**config.mk**
```make
export PLATFORM = sky130hd
export DESIGN_NAME = vending_machine_multi
export DESIGN_NICKNAME = d
export VERILOG_FILES = /design/src/rtl/vending_machine_multi.sv
export SDC_FILE = /design/constraint.sdc
export NUM_CORES = 1
export LEC_CHECK = 0
export CELL_PAD_IN_SITES_DETAIL_PLACEMENT = 1
export CELL_PAD_IN_SITES_GLOBAL_PLACEMENT = 1
export CORE_AREA = 2 2 55 57
export DETAILED_ROUTE_END_ITERATION = 10
export DIE_AREA = 0 0 57 59
export PLACE_DENSITY = 0.8
export REMOVE_ABC_BUFFERS = 1
export SLEW_MARGIN = 10
export SYNTH_ARGS = -nofsm -noshare
export SYNTH_HDL_FRONTEND = slang
export SYNTH_SLANG_ARGS = --single-unit
```
**constraint.sdc**
```tcl
create_clock -name sys_clk -period 5.91 [get_ports sys_clk]
set_input_delay 1.182 -clock sys_clk [delete_from_list [all_inputs] [get_ports sys_clk]]
set_output_delay 1.182 -clock sys_clk [all_outputs]
set_load 0.05 [all_outputs]
```
**src/rtl/vending_machine_multi.sv**
```systemverilog
// Multi-coin vending machine: credits 0.5/1/2-yuan coins, dispenses at PRICE,
// then pays change or a cancel refund one half-yuan unit per cycle.
module vending_machine_multi #(
  parameter int PRICE = 5,
  parameter int CW    = 4
) (
  input  logic          sys_clk,
  input  logic          sys_rst,
  input  logic          pHalf,
  input  logic          pOne,
  input  logic          pTwo,
  input  logic          cancel,
  output logic          PCola,
  output logic          PMoney,
  output logic          coin_reject,
  output logic          busy,
  output logic [CW-1:0] credit
);

  localparam logic [CW-1:0] LP_PRICE = CW'(PRICE);

  typedef enum logic [1:0] {
    S_IDLE,
    S_VEND,
    S_CHANGE,
    S_REFUND
  } state_t;

  state_t        r_state;
  state_t        w_state_nxt;
  logic [CW-1:0] r_credit;
  logic [CW-1:0] w_credit_nxt;
  logic [CW-1:0] r_count;
  logic [CW-1:0] w_count_nxt;
  logic          r_reject;
  logic          w_reject_nxt;

  logic          w_any_coin;
  logic          w_multi_coin;
  logic [CW-1:0] w_coin_val;
  logic [CW-1:0] w_sum;

  assign w_any_coin   = pHalf | pOne | pTwo;
  assign w_multi_coin = (pHalf & pOne) | (pHalf & pTwo) | (pOne & pTwo);
  assign w_coin_val   = pTwo ? CW'(4) : (pOne ? CW'(2) : CW'(1));
  // Credit in IDLE stays below PRICE, so PRICE+3 < 2^CW keeps this sum unwrapped.
  assign w_sum        = r_credit + w_coin_val;

  always_comb begin
    w_state_nxt  = r_state;
    w_credit_nxt = r_credit;
    w_count_nxt  = r_count;
    w_reject_nxt = 1'b0;
    unique case (r_state)
      S_IDLE: begin
        if (cancel) begin
          w_reject_nxt = w_any_coin;
          if (r_credit != '0) begin
            w_count_nxt  = r_credit;
            w_credit_nxt = '0;
            w_state_nxt  = S_REFUND;
          end
        end else if (w_multi_coin) begin
          w_reject_nxt = 1'b1;
        end else if (w_any_coin) begin
          w_credit_nxt = w_sum;
          if (w_sum >= LP_PRICE) begin
            w_count_nxt = w_sum - LP_PRICE;
            w_state_nxt = S_VEND;
          end
        end
      end
      S_VEND: begin
        w_reject_nxt = w_any_coin;
        w_credit_nxt = '0;
        w_state_nxt  = (r_count != '0) ? S_CHANGE : S_IDLE;
      end
      S_CHANGE, S_REFUND: begin
        w_reject_nxt = w_any_coin;
        if (r_count <= CW'(1)) begin
          w_count_nxt = '0;
          w_state_nxt = S_IDLE;
        end else begin
          w_count_nxt = r_count - CW'(1);
        end
      end
      default: begin
        w_state_nxt = S_IDLE;
      end
    endcase
  end

  always_ff @(posedge sys_clk) begin
    if (sys_rst) begin
      r_state  <= S_IDLE;
      r_credit <= '0;
      r_count  <= '0;
      r_reject <= 1'b0;
    end else begin
      r_state  <= w_state_nxt;
      r_credit <= w_credit_nxt;
      r_count  <= w_count_nxt;
      r_reject <= w_reject_nxt;
    end
  end

  assign PCola       = (r_state == S_VEND);
  assign PMoney      = (r_state == S_CHANGE) || (r_state == S_REFUND);
  assign busy        = (r_state != S_IDLE);
  assign coin_reject = r_reject;
  assign credit      = r_credit;

endmodule

```
==> reports/metrics.cfg <==
[floorplan]
chipHeight_um=59
core_area_mm2=0.00271
start_util_pct=34.5
dieArea_mm2=0.00336
placementRows=19
die_w_um=57
ioPinCount=14

[yosys]
synth-xor-area-share_pct=4.69
yosys.area.top_type_share_pct=23.6
synth-simple-area-share_pct=26.5
async_reset_ff_share_pct=0
yosys_warnings=0
synth-adder-area-share_pct=12.9
synth.area.top_cells=dfxtp_1 (24%), ha_1 (11%), nor2_1 (6.4%)
yosysSeqAreaShare_pct=23.6
synthMuxAreaShare_pct=2.14
synth-edff-count=0
yosysMostFrequentCell=nor2_1
synthCells=119
synth_area_um2=935
synth_top_family_by_area=simple AND/OR/NAND/NOR gates
synth-seq-cells=11
yosys.area.top_type=dfxtp_1
synth_compound_area_share_pct=24.6
ys_top_cells_by_count=nor2_1 (16), dfxtp_1 (11), inv_1 (9)
yosys_most_used_dff=dfxtp_1
yosysUniqueCellTypes=42
syn_area_per_cell_um2=7.85

[clock_tree]
clk_latency_ns=0.27
clockBufferDepth=2
cts_root_buf=clkbuf_4
cts_tree=done
htree_num_levels=1
cts.sinks=11
clk_pin_slew_ns=0.07
tritoncts.num_buffers=3
postCtsHoldBufs=0
cts-resized-gates=0
post_cts_buffers=0

[routing]
drt_first_pass_iters=3
avgRoutedWirePerCell_um=16.3
routed_wl_um=2640
drc=0
ant_nets=0
vias=914
vias_per_cell=5.64
drt_iter0_drc=12

[setup_path]
cp_slowest_cell=clkdlybuf4s50_1
worst_path_largest_cell_delay_ns=0.59
cp.arrival_ns=3.88
crit_type=input pin to flip-flop
cp_top_family=adder cells
cp_common_cell=ha_1
crit_buf_inv=2
crit_chain=clkdlybuf4s50_1, nor2_1, ha_1, fa_1, inv_1, ha_1, nor2b_1, o221ai_1, o211ai_1, a32o_1
end_kind=flip-flop
crit_fanout=6
start_kind=input pin
required_ns=6.08

[place]
hpwl_um=2000
numPortBuffers=13
place.gp.congestion=0.800

[sta]
whs_ns=0.513
tns_ns=0
slew_violations=0
tightest_slew_ns=0.655
grt_setup_unrepaired=false
final.period_utilization_pct=62.8
finalHoldViolations=0
max_freq_ghz=0.270
min_period_ns=3.71
setup_violations=0
relSlewSlack_pct=55.9
fin_skew_ns=0.00153

[grt]
grt_max_degree=14
grt_pass1_vias=944
grt_pass1_wl_um=4410
gr-usage-all-layers_pct=16.9
antenna_found_initial=0
overflow=0

[hold_path]
hp-class=flip-flop to flip-flop

[final_layout]
layout.nets=147
layout-drive-gt1-share_pct=6.11
fin_util_pct=41.0
insertedDiodeCount=0
fillers=345
syn_to_final_growth_pct=18.9

[flow_run]
max_cap_viol_count=0

[power]
p_per_area_mw_per_mm2=444
power.leakage_nw=0.447
ir_drop_mv=0.252

[outcome]
status=completed

kinds of logic (layout without fill, tap and decap cells):
kind of cell	Yosys count	after routing
AOI/OAI and AO/OA	32	32
xor gates and xnor gates	5	5
adders and majority gates	9	9
buffers and inverters	14	26
DFF	11	11
muxes	2	2
and+or+nand+nor	46	46
per-layer routing:
| metal | GRT usage (%) | routed length [um] |
|---|---|---|
| met1 | 20.3 | 1250 |
| met4 | 0.997 | 10 |
| met5 | 0 | 0 |
| met3 | 4.59 | 60 |
| met2 | 31.5 | 1320 |
layout make-up:
cell class | count | area [um^2] | share of cell area [%]
flip-flops and latches | 11 | 220 | 19.8
clock buffers | 4 | 26.3 | 2.36
repair buffers | 13 | 130 | 11.7
well taps | 31 | 38.8 | 3.49
inverters | 9 | 33.8 | 3.04
multi-input cells | 94 | 662 | 59.6
state kept, by name, summed over array words and instances (netlist names):
signal       count
credit           4
r_count          4
r_state          2
coin_reject      1
cells in the final DEF (no fill, tap or decap), drive strengths merged, types with 4 or more instances in the layout:
cell           instances
a21oi                  7
dfxtp                 11
nor2                  16
clkdlybuf4s50         13
inv                    9
o22ai                  4
clkbuf                 4
ha                     8
metrics by stage:
step	setup WS [ns]	instances	cell area (um^2)	power, mW
after floorplan	2.79	114	916	0.353
after global placement	2.08	158	1080	0.434
after detailed placement	1.94	158	1080	0.443
after CTS	2.19	162	1110	0.500
after global routing	2.04	162	1110	0.533
final	2.20	162	1110	0.493
where the power goes:
| part | switching [mW] | internal [mW] | total [mW] |
|---|---|---|---|
| Combinational | 0.184 | 0.125 | 0.309 |
| Clock | 0.0268 | 0.0261 | 0.0529 |
| Sequential | 0.0364 | 0.0948 | 0.131 |
path summary, 6_finish.rpt:
path	start	endpoint	slack [ns]	depth (start not counted)
min	credit[2]	credit[2]	0.51	2
min reg2reg	credit[2]	credit[2]	0.51	2
max	pTwo	r_count[2]	2.20	10
max reg2reg	credit[0]	r_count[2]	3.36	8
worst register-to-register path, cell delays in order (launching register included):
cell and delay, ns:
dfxtp_1 0.37, ha_1 0.27, fa_1 0.52, inv_1 0.08, ha_1 0.22, nor2b_1 0.13, o221ai_1 0.41, o211ai_1 0.17
a32o_1 0.28
Note: power is estimated with default switching activity, not from simulation.
